--- config.mk ---
export PLATFORM = sky130hd
export DESIGN_NAME = dmem_ctrl
export DESIGN_NICKNAME = d
export VERILOG_FILES = /design/src/rtl/dmem_ctrl.sv
export SDC_FILE = /design/constraint.sdc
export NUM_CORES = 1
export LEC_CHECK = 0
export BUFFER_PORTS_ARGS = -buffer_cell sky130_fd_sc_hd__buf_2
export CAP_MARGIN = 30
export CORE_AREA = 10 10 99 123
export DETAILED_ROUTE_END_ITERATION = 10
export DIE_AREA = 0 0 109 133
export GPL_TIMING_DRIVEN = 0
export PLACE_DENSITY = 0.83
export SLEW_MARGIN = 10
export SYNTH_ARGS = -nofsm -noshare
export SYNTH_HDL_FRONTEND = slang
export SYNTH_SLANG_ARGS = --single-unit
--- constraint.sdc ---
create_clock -name clk -period 2.2 [get_ports clk]
set_input_delay 0.11 -clock clk [delete_from_list [all_inputs] [get_ports clk]]
set_output_delay 0.11 -clock clk [all_outputs]
set_load 0.03 [all_outputs]
--- src/rtl/dmem_ctrl.sv ---
// dmem_ctrl: data-memory access stage. Turns LDR/STR/LDRB/STRB from the
// single-cycle datapath into one req/ack transaction on a variable-latency
// memory bus. It stalls the core while the transaction is in flight and
// reports misaligned word accesses and bus timeouts on MemFault.
//
// Bus handshake: mem_req rises on the edge that leaves IDLE. mem_req and all
// bus outputs (mem_we, mem_addr, mem_wdata, mem_be) then stay stable until a
// cycle in which mem_ack=1 is sampled. mem_ack is a one-cycle completion
// strobe, and mem_rdata is valid only in that cycle. mem_req drops on the
// same edge that samples the ack, or on the edge of a timeout abort. An ack
// seen outside REQ is ignored.
module dmem_ctrl #(
  parameter int unsigned TIMEOUT = 15  // REQ cycles without ack before abort (1..255)
) (
  input  logic        clk,
  input  logic        reset,
  input  logic        MemRead,
  input  logic        MemWrite,
  input  logic        ByteEn,
  input  logic [31:0] ALUResult,
  input  logic [31:0] WriteData,
  output logic [31:0] ReadData,
  output logic        Stall,
  output logic        MemFault,
  output logic        mem_req,
  output logic        mem_we,
  output logic [31:0] mem_addr,
  output logic [31:0] mem_wdata,
  output logic [3:0]  mem_be,
  input  logic [31:0] mem_rdata,
  input  logic        mem_ack,
  output logic [1:0]  dbg_state_o
);

  typedef enum logic [1:0] {
    IDLE = 2'd0,
    REQ  = 2'd1,
    DONE = 2'd2
  } state_e;

  localparam logic [7:0] LAST_CNT = 8'(TIMEOUT - 1);

  state_e      state_q;
  logic [7:0]  cnt_q;
  logic        byte_q;
  logic [1:0]  lane_q;
  logic [31:0] rdata_q;
  logic        fault_q;
  logic        req_q;
  logic        we_q;
  logic [31:0] addr_q;
  logic [31:0] wdata_q;
  logic [3:0]  be_q;

  logic        access;
  logic        misaligned;
  logic [3:0]  be_d;
  logic [31:0] wdata_d;
  logic [7:0]  lane_byte_d;
  logic [31:0] rdata_d;

  assign access     = MemRead | MemWrite;
  assign misaligned = access & ~ByteEn & (ALUResult[1:0] != 2'b00);

  // Lane steering for the request (from the inputs) and for the returned data
  // (from the access shape latched when the request was issued).
  always_comb begin
    be_d        = 4'hF;
    wdata_d     = WriteData;
    lane_byte_d = mem_rdata[7:0];
    if (ByteEn) begin
      be_d    = 4'b0001 << ALUResult[1:0];
      wdata_d = {4{WriteData[7:0]}};
    end
    case (lane_q)
      2'd0:    lane_byte_d = mem_rdata[7:0];
      2'd1:    lane_byte_d = mem_rdata[15:8];
      2'd2:    lane_byte_d = mem_rdata[23:16];
      default: lane_byte_d = mem_rdata[31:24];
    endcase
    rdata_d = byte_q ? {24'b0, lane_byte_d} : mem_rdata;
  end

  // Access FSM with registered bus outputs, timeout counter and fault pulse.
  always_ff @(posedge clk) begin
    if (reset) begin
      state_q <= IDLE;
      cnt_q   <= 8'd0;
      byte_q  <= 1'b0;
      lane_q  <= 2'd0;
      rdata_q <= 32'd0;
      fault_q <= 1'b0;
      req_q   <= 1'b0;
      we_q    <= 1'b0;
      addr_q  <= 32'd0;
      wdata_q <= 32'd0;
      be_q    <= 4'd0;
    end else begin
      case (state_q)
        IDLE: begin
          // A misaligned word access never reaches the bus; it only pulses the fault.
          fault_q <= misaligned;
          if (access && !misaligned) begin
            addr_q  <= {ALUResult[31:2], 2'b00};
            we_q    <= MemWrite;
            be_q    <= be_d;
            wdata_q <= wdata_d;
            byte_q  <= ByteEn;
            lane_q  <= ALUResult[1:0];
            req_q   <= 1'b1;
            cnt_q   <= 8'd0;
            state_q <= REQ;
          end
        end
        REQ: begin
          cnt_q <= cnt_q + 8'd1;
          // The ack is checked first, so an ack on the last allowed cycle still completes.
          if (mem_ack) begin
            req_q <= 1'b0;
            if (!we_q) rdata_q <= rdata_d;
            state_q <= DONE;
          end else if (cnt_q == LAST_CNT) begin
            req_q   <= 1'b0;
            rdata_q <= 32'd0;
            fault_q <= 1'b1;
            state_q <= DONE;
          end
        end
        DONE: begin
          // The retiring instruction still drives MemRead/MemWrite here, so DONE
          // never looks at them and always returns to IDLE.
          fault_q <= 1'b0;
          state_q <= IDLE;
        end
        default: begin
          fault_q <= 1'b0;
          req_q   <= 1'b0;
          state_q <= IDLE;
        end
      endcase
    end
  end

  assign Stall       = (state_q == REQ) || ((state_q == IDLE) && access && !misaligned);
  assign ReadData    = rdata_q;
  assign MemFault    = fault_q;
  assign mem_req     = req_q;
  assign mem_we      = we_q;
  assign mem_addr    = addr_q;
  assign mem_wdata   = wdata_q;
  assign mem_be      = be_q;
  assign dbg_state_o = state_q;

endmodule

; After elaboration in Yosys (flattened, before gate mapping)
; Cells that the tools add are included.
[op_classes]
n_eq_ne = 10
n_bitwise = 5
n_mux = 20
n_addsub = 1
shift = 1
n_reduce_logical = 16
[op_table]
columns = op, count
row1 = $mux W32, 5
row2 = $pmux W8 S3, 1
row3 = $pmux W8 S2, 1
row4 = $add A8 B1 Y8 const B, 1
row5 = $eq A8 B4 Y1 const B, 1
row6 = $mux W8, 1
row7 = $ne A2 B2 Y1 const B, 4
row8 = $reduce_and A2 Y1, 4
row9 = $mux W2, 3
row10 = $reduce_and A3 Y1, 2
row11 = $reduce_bool A2 Y1, 3
row12 = $mux W1, 5
row13 = $eq A2 B1 Y1 const B, 2
row14 = $eq A2 B2 Y1 const B, 2
row15 = $logic_not A2 Y1, 2
row16 = $mux W4, 1
row17 = $pmux W2 S2, 1
row18 = $shl A1 B2 Y4 const A, 1
row19 = $logic_and A1 B1 Y1, 3
row20 = $ne A3 B3 Y1 const B, 1
row21 = $pmux W1 S3, 1
row22 = $and A1 B1 Y1, 2
row23 = $not A1 Y1, 2
row24 = $pmux W1 S2, 1
row25 = 3 further kinds, 3
[totals]
reg_bits = 114
word_cells = 64
out_inout_bits = 106

; Longest topological paths before layout
; Gate-level depths: netlist (run 1).
[depth]
ltp_word = 7
depth_mapped = 7

; Worst setup path before layout (run 1)
; Ideal clock, no wire load.
[synth_timing]
kind = register to register
start = reg cnt_q[0]
end = reg rdata_q[24] (netlist: ReadData[24])
path_stages_with_launch = 8
synth_period_minus_slack_ns = 1.845
required_time_ns = 2.083
path_slack_ns = 0.355
path_buffers = 1
t_arrival_ns = 1.728
path_cell_list = dfxtp_1 > inv_1 > ha_1 > or4b_4 > o41ai_4 > a21oi_2 > buf_6 > a22o_1
[synth_via]
elab_chain_cells = 3
[synth_rtl]
columns = element, line_no
row1 = from (decl), 44  ; logic [7:0] cnt_q;
row2 = from (signal assigned), 116  ; cnt_q <= cnt_q + 8'd1;
row3 = $eq A8 B4 Y1, 122  ; end else if (cnt_q == LAST_CNT) begin
row4 = $reduce_bool A2 Y1 (no line), n/a
row5 = $reduce_and A3 Y1 (no line), n/a
row6 = to (signal assigned), 120  ; if (!we_q) rdata_q <= rdata_d;
row7 = to (decl), 47  ; logic [31:0] rdata_q;
; No other way between the ends.
; A chain may end at the register's enable or synchronous reset.

; Worst setup path after layout (run 1)
[layout_timing]
start = reg state_q[1] (netlist: dbg_state_o[1])
end = out Stall
[layout_via]
elab_chain_cells = 4
elab_cells_between_ends = 5
[layout_rtl]
columns = element, line_no
row1 = from (decl), 43  ; state_e state_q;
row2 = from (signal assigned), 87  ; state_q <= IDLE;
row3 = from (signal assigned), 112  ; state_q <= REQ;
row4 = from (signal assigned), 121  ; state_q <= DONE;
row5 = $logic_not A2 Y1, 144  ; assign Stall = (state_q == REQ) || ((state_q == IDLE) && access && !misaligned);
row6 = $logic_and A1 B1 Y1 (2 in series), 144
row7 = $logic_or A1 B1 Y1 (*), 144
row8 = to (decl), 23  ; output logic Stall,
; Mark *: on every way between the ends. The rest lies on a longest branch, timed or not.

==> impl_summary.txt, run 1 <==
----------------------------------------------------
[Placed design]
  Final weighted congestion of routability-driven global placement ... roughly 0.89
  Total placed instance area ... about 0.0057 mm2
  DP HPWL ... ~12 mm
  Pre-CTS setup slack ... about 110 ps
  PortBufs ... just over 200

[CTS]
  Clock Tree Buf Depth ... 2
  Number of clock buffers inserted by TritonCTS ... 17
  Clock Pin Slew Worst Setup and Hold Paths ... around 50 ps
  Num Clock Sinks ... ~110
  Clock tree from TritonCTS ... built
  Number of levels the H-tree was split into ... 4
  Insertion delay to the later sink of the worst-skew pair ... ~400 ps
  Root Driver ... clkbuf_16

[Cells and area]
  Share of post-route cells with drive strength above 1 ... 0.3329
  Commonest non-fill, non-tap cells in the layout ... 213 x buf_2, 114 x dfxtp_1, 98 x nand2_1
  Most common cell after layout, fill and taps aside ... buf_2
  Synthesis-to-finish area growth ... 53.16%
  Net total in the final layout ... between 800 and 900
  Cell area after layout ... 0.006947 mm2

[GRT]
  Maximum number of pins on one net before global-route repair ... 17
  Total global-route track usage ... 0.2288
  Antenna violations before repair ... 1
  First-pass GRT wire length ... ~27 mm
  Remaining global-route overflow ... 0
  Via count of the first global-routing pass ... roughly 5200

[Detailed routing]
  Average routed wire per standard cell ... 18.06 um
  Number of design-rule violations left by the first detailed-router iteration ... 280
  Total number of vias ... 4871
  Remaining antenna violation count after routing ... 0
  Vias/cell ... between 5 and 6
  Detailed-router iteration count before antenna repair ... 5
  Final routed wirelength across all metal layers ... approximately 17 mm
  Number of DRC violations after detailed routing ... 0

[Timing]
  Minimum period implied by the final worst setup slack ... around 2100 ps
  Hold Violations, Final ... 0
  Final setup slack of the worst path ... 134.2 ps
  Max-slew violation count ... 0
  Peak clock frequency supported by timing ... just under 500 MHz
  Worst Skew ... about 8.2 ps
  Final period util ... 0.9390
  Final TNS setup ... 0 ps
  Least-Margin Pin Slew ... roughly 710 ps
  Unrepaired setup endpoints after global routing ... false
  Slew margin rel. ... 0.5271
  Number of setup violations in the final report ... 0

[Setup path]
  Cell type group with the largest total delay on the critical path ... buffers and inverters
  Worst-path cell with the longest stage delay ... clkbuf_1
  Endpoint of the lowest-slack register-to-register path ... ReadData[31]
  Startpoint of the worst register-to-register path ... cnt_q[0]
  Worst Setup Start Kind ... register
  Data required time at the worst endpoint ... 2090 ps
  Critical Path, Cell by Cell ... nand2b_1 -> clkbuf_1 -> o21ai_1 -> buf_2
  Kind of critical path ... reg2out
  Depth of the worst register-to-register path ... 7
  Largest driver fanout on the critical path ... 10
  Arrival @ worst endpoint ... ~2000 ps
  Register-to-register setup slack ... approximately 170 ps
  CP max stage delay ... between 300 and 400 ps
  Number of buffer and inverter instances along the worst setup path ... 2
  Crit. End Element ... primary output

[Floorplanning]
  Effective utilization at floorplan ... 0.4581
  Die width ... between 100 and 150 um
  Std cell rows ... between 40 and 50
  Core region area ... 0.009901 mm2
  Total die area ... 0.01450 mm2
  DIE HEIGHT ... 133 um
  Boundary Pins ... around 210

[Outcome]
  Status ... complete, no violations

[Hold path]
  Cell depth of the worst min-delay path ... 3
  Hold Crit Start ... WriteData[5]
  Path class of the lowest-slack min-delay path ... in2reg
  Worst hold endpoint ... mem_wdata[5]

[Synth]
  Number of enable flip-flop cells after synthesis ... 0
  Top-area cell type share of the netlist area ... 0.5032
  Gate count after technology mapping ... roughly 500
  Yosys warning total ... 0
  Total of flip-flops plus latches after synthesis ... 114
  Leading register cell type out of synthesis ... dfxtp_1
  Netlist Area Pre-Place ... around 0.0045 mm2
  Portion of the post-synthesis area used by sequential elements ... 0.5032
  Asr flop ratio synth ... 0
  Post-synthesis cell type count ... between 40 and 50
  Area leader, netlist ... dfxtp_1
  Top post-synthesis cells by area ... dfxtp_1 50%, nand2_1 8.1%, mux2i_1 7.1%
  Synthesized area divided by synthesized cell count ... between 9 and 10 um2

[Power and ir drop]
  Peak VDD IR ... around 0.63 mV
  Leakage Power ... 3.201 nW
  Pwr/cell area ... about 910 mW/mm2

[Run]
  Max-capacitance violation count ... 0

----------------------------------------------------
==> worst reg2reg max path: cells and delay by family (launching register included) <==
kind            cells  cell delay (ps)
flops               1              330
simple gates        1              500
compound gates      3              670
buf+inv             2              270
fa+ha+maj           1              140
==> kinds of logic after synthesis <==
| logic type | after synthesis | share of synthesized area |
|---|---|---|
| simple gates | 168 | 0.1619 |
| compound gates | 136 | 0.2080 |
| flops | 114 | 0.5032 |
| buf+inv | 41 | 0.04745 |
| mux | 33 | 0.07310 |
| fa+ha+maj | 2 | 0.005516 |
| other cells | 1 | 0.0008268 |
==> worst max-delay path by stage <==
stage	slack (ps)	cells after the start	from	to
after floorplan	360	7	cnt_q[0]	ReadData[24]
after global placement	200	5	dbg_state_o[0]	ReadData[5]
after detailed placement	110	5	dbg_state_o[0]	ReadData[3]
after CTS	90	5	dbg_state_o[0]	ReadData[2]
after global routing	30	4	dbg_state_o[1]	Stall
final	130	4	dbg_state_o[1]	Stall
==> registers in the layout, indices dropped and copies added, names as in the netlist <==
signal	flops
cnt_q	8
dbg_state_o	2
mem_we	1
mem_req	1
lane_q	2
mem_addr	30
mem_be	4
MemFault	1
ReadData	32
byte_q	1
mem_wdata	32
==> cell usage after synthesis (all sizes together), types with 2 or more instances <==
cell	n
clkbuf	25
nor2	38
nor4	3
nand2b	3
dfxtp	114
a22o	24
a211oi	24
nand3	5
or3	2
buf	14
inv	2
mux2i	32
o2bb2ai	8
nor3b	2
or2	2
o21ai	18
nor3	8
a311oi	5
o41ai	2
nand2	98
a21oi	46
ha	2
==> layout make-up <==
class                      count  area, um2
clock buffer                  23      478.0
buffer                        38      203.9
antenna                        1      2.502
clock inverter                 9      152.6
inverter                       2      7.507
fill                         690       2954
sequential                   114       2282
timing repair buffer         263       1612
multi-input combinational    341       2047
tap                          129      161.4
==> power breakdown <==
| group | switching [mW] | leakage [nW] | internal [mW] |
|---|---|---|---|
| logic | 0.728 | 1.97 | 0.407 |
| registers | 0.0824 | 0.934 | 2.21 |
| clock network | 0.919 | 0.299 | 1.98 |
| total | 1.73 | 3.20 | 4.60 |
==> per-stage QoR <==
stage | util | cells | hold slack, ps | total power, mW
3_5_place_dp | 0.5779 | 829 | 341.9 | 3.374
6_report | 0.7016 | 920 | 25.16 | 6.331
3_3_place_gp | 0.5779 | 829 | 342.7 | 3.347
2_1_floorplan | - | 496 | 242.6 | 2.989
4_1_cts | 0.7013 | 920 | 3.532 | 6.349
5_1_grt | 0.7016 | 920 | 2.542 | 6.565
==> per-layer routing <==
layer,vias to the layer above,share of wire,routed length [um],GRT usage
li1,2314,-,-,-
met1,2266,0.38,6234,0.2411
met2,254,0.50,8293,0.3945
met3,37,0.10,1703,0.09135
met4,0,0.023,385,0.08590
met5,-,0,0,0
==> timing repair <==
action,in CTS,in global routing
endpoints found under the setup margin,0,13
hold endpoints to repair,59,0
setup buffers,0,0
hold buffers,59,0
resized for setup,0,1
(Power assumes the default switching activity.)
==> run 2: changes to the inputs <==
- CORE_AREA: 10 10 99 123 -> 10 10 104 130
- DIE_AREA: 0 0 109 133 -> 0 0 114 140
- GPL_TIMING_DRIVEN: 0 -> not set
- PLACE_DENSITY: 0.83 -> 0.79
- clock period: 2.2 -> 1.8 ns (I/O delays scaled with it)
==> run 2 against run 1 <==
  * The run now ends with negative setup slack left
  * Clock skew barely moved
  * First-iteration DRC count rose by 13%
  * Clock power rose by 19%
  * Setup slack got worse by 240 ps
  * Die area rose by 10%
  * Core utilization fell by 5.8 points
  * Global-route usage fell by 2.8 points
  * Sequential cell count did not move
  * Register-to-register slack got worse by 280 ps
  * Routed wire length rose by 1.9%
  * Sequential power rose by 22%
  * Critical path type is now reg2reg
==> impl_summary.txt, run 2 (synthesized netlist as in run 1, its figures left out) <==
----------------------------------------------------
[CTS]
  Clock tree from TritonCTS ... built
  Num Clock Sinks ... 114 (unchanged)
  Clock Tree Buf Depth ... 2 (unchanged)
  Number of clock buffers inserted by TritonCTS ... 17 (unchanged)
  Root Driver ... clkbuf_16
  Clock Pin Slew Worst Setup and Hold Paths ... 60 ps (about the same)
  Number of levels the H-tree was split into ... 4 (unchanged)
  Insertion delay to the later sink of the worst-skew pair ... 410 ps (about the same)

[Floorplanning]
  Boundary Pins ... 208 (unchanged)
  Die width ... 114 um (+4.6%)
  Core region area ... 0.01098 mm2 (+11%)
  Std cell rows ... 43 (+4.9%)
  DIE HEIGHT ... 140 um (+5.3%)
  Effective utilization at floorplan ... 0.4132 (-0.04486)
  Total die area ... 0.01596 mm2 (+10%)

[Setup path]
  Worst-path cell with the longest stage delay ... or4b_4
  Data required time at the worst endpoint ... 2080 ps (about the same)
  Kind of critical path ... reg2reg
  Worst Setup Start Kind ... register
  Largest driver fanout on the critical path ... 16 (+6)
  Critical Path, Cell by Cell ... inv_2 -> ha_1 -> or4b_4 -> o41ai_4 -> a21oi_4 -> clkbuf_16 -> a22o_1
  Arrival @ worst endpoint ... 2190 ps (+230 ps)
  CP max stage delay ... 480 ps (+90 ps)
  Crit. End Element ... register

[Cells and area]
  Commonest non-fill, non-tap cells in the layout ... 204 x buf_2, 111 x dfxtp_1, 98 x nand2_1
  Post-layout instance count excluding filler cells ... 919 (-0.11%)
  Net total in the final layout ... 872 (-1.0%)
  Share of post-route cells with drive strength above 1 ... 0.3534 (+0.02048)
  Most common cell after layout, fill and taps aside ... buf_2
  Footprint of the flip-flops and latches ... 0.002286 mm2 (+0.16%)
  Synthesis-to-finish area growth ... 55.72%
  Cell area after layout ... 0.007063 mm2 (+1.7%)
  Number of filler instances in the final layout ... 847 (+23%)
  Footprint of the multi-input gates ... 0.002062 mm2 (+0.73%)

[Power and ir drop]
  Total Power ... 7.675 mW (+21%)
  Leakage Power ... 3.254 nW (+1.7%)
  Peak VDD IR ... 0.6145 mV (-2.4%)
  Pwr/cell area ... 1087 mW/mm2 (+19%)

[Timing]
  Minimum period implied by the final worst setup slack ... ~1900 ps
  Final setup slack of the worst path ... -109.1 ps (-243.2 ps)
  Max-slew violation count ... 0 (unchanged)
  Worst Skew ... 8.619 ps (+0.3750 ps)
  Final period util ... 1.061
  Unrepaired setup endpoints after global routing ... true
  Peak clock frequency supported by timing ... between 500 and 600 MHz
  Hold Violations, Final ... 0 (unchanged)
  Slew margin rel. ... 0.6151 (+0.08802)
  Least-Margin Pin Slew ... 576.5 ps (-132.8 ps)
  Number of setup violations in the final report ... 32 (+32)
  Post-Route Hold Slack ... 19.61 ps (-5.550 ps)

[Placed design]
  PortBufs ... 205 (+0.49%)
  Final weighted congestion of routability-driven global placement ... 0.8710 (-2.3%)
  Total placed instance area ... 0.005739 mm2 (+0.31%)
  Placed Cells incl. Taps ... 817 (-1.4%)
  DP HPWL ... 10.99 mm (-6.4%)

[GRT]
  Antenna violations before repair ... 2 (+1)
  Via count of the first global-routing pass ... 4917 (-5.8%)
  Maximum number of pins on one net before global-route repair ... 65 (+48)
  Total global-route track usage ... 0.2011 (-0.02770)
  Remaining global-route overflow ... 0 (unchanged)
  First-pass GRT wire length ... 25.95 mm (-2.7%)

[Detailed routing]
  Detailed-router iteration count before antenna repair ... 5 (unchanged)
  Vias/cell ... 5.298 (about the same)
  Average routed wire per standard cell ... 18.43 um (+2.0%)
  Final routed wirelength across all metal layers ... 16.94 mm (+1.9%)
  Remaining antenna violation count after routing ... 0 (unchanged)
  Number of DRC violations after detailed routing ... 0 (unchanged)
  Number of design-rule violations left by the first detailed-router iteration ... 317 (+13%)
  Total number of vias ... 4869 (-0.041%)

[Outcome]
  Status ... finished with violations
  Violated checks ... negative setup slack

[Hold path]
  Path class of the lowest-slack min-delay path ... in2reg

[Run]
  Max-capacitance violation count ... 0 (unchanged)

----------------------------------------------------
==> run 2: per-layer routing <==
| layer | global-route usage | up-vias | share of wire |
|---|---|---|---|
| met1 | 0.2085 | 2286 | 0.37 |
| met5 | 0 | - | 0 |
| met4 | 0.09253 | 0 | 0.029 |
| li1 | - | 2294 | - |
| met2 | 0.3255 | 251 | 0.48 |
| met3 | 0.1077 | 38 | 0.12 |
==> run 2: timing repair <==
action / 4_1_cts / 5_1_grt
hold buffers: 66 / 0
gates cloned: 0 / 1
endpoints found under the hold margin: 68 / 0
resized for setup: 1 / 5
pin swaps: 0 / 1
buffers inserted: 0 / 0
endpoints found under the setup margin: 33 / 36
==> run 2: per-stage QoR <==
stage	TNS (ps)	setup slack, ps	utilization
2_1_floorplan	-417.1	-20.18	-
3_3_place_gp	-911.4	-66.63	0.5229
3_5_place_dp	-1945	-103.5	0.5229
4_1_cts	-1971	-103.3	0.6392
5_1_grt	-3296	-151.2	0.6433
6_report	-1896	-109.1	0.6435
==> run 2: power by group <==
part	total (mW)	internal, mW	switching, mW
combinational	1.42	0.535	0.883
clock	3.45	2.25	1.19
sequential	2.81	2.70	0.107
==> run 2: worst max-delay path: cells and delay by family, from the launching register on <==
kind                       cells  cell delay (ps)
AOI/OAI and AO/OA              3              610
and+or+nand+nor                1              480
DFF                            1              320
buffers and inverters          2              250
adders and majority gates      1              130
==> run 2: worst paths after layout <==
kind | from | to | slack (ps) | cells after the start
setup / recovery | cnt_q[0] | ReadData[25] | -110 | 7
setup reg to reg | cnt_q[0] | ReadData[25] | -110 | 7
hold / removal | WriteData[18] | mem_wdata[18] | 20 | 3
hold reg to reg | mem_addr[8] | mem_addr[8] | 450 | 2
==> run 2: cell type report <==
class / instances / area share
sequential: 114 / 0.3236
tap: 135 / 0.02391
inverter: 2 / 0.001063
timing repair buffer: 292 / 0.2716
clock inverter: 12 / 0.02214
antenna: 3 / 0.001063
multi-input combinational: 341 / 0.2919
clock buffer: 20 / 0.06466
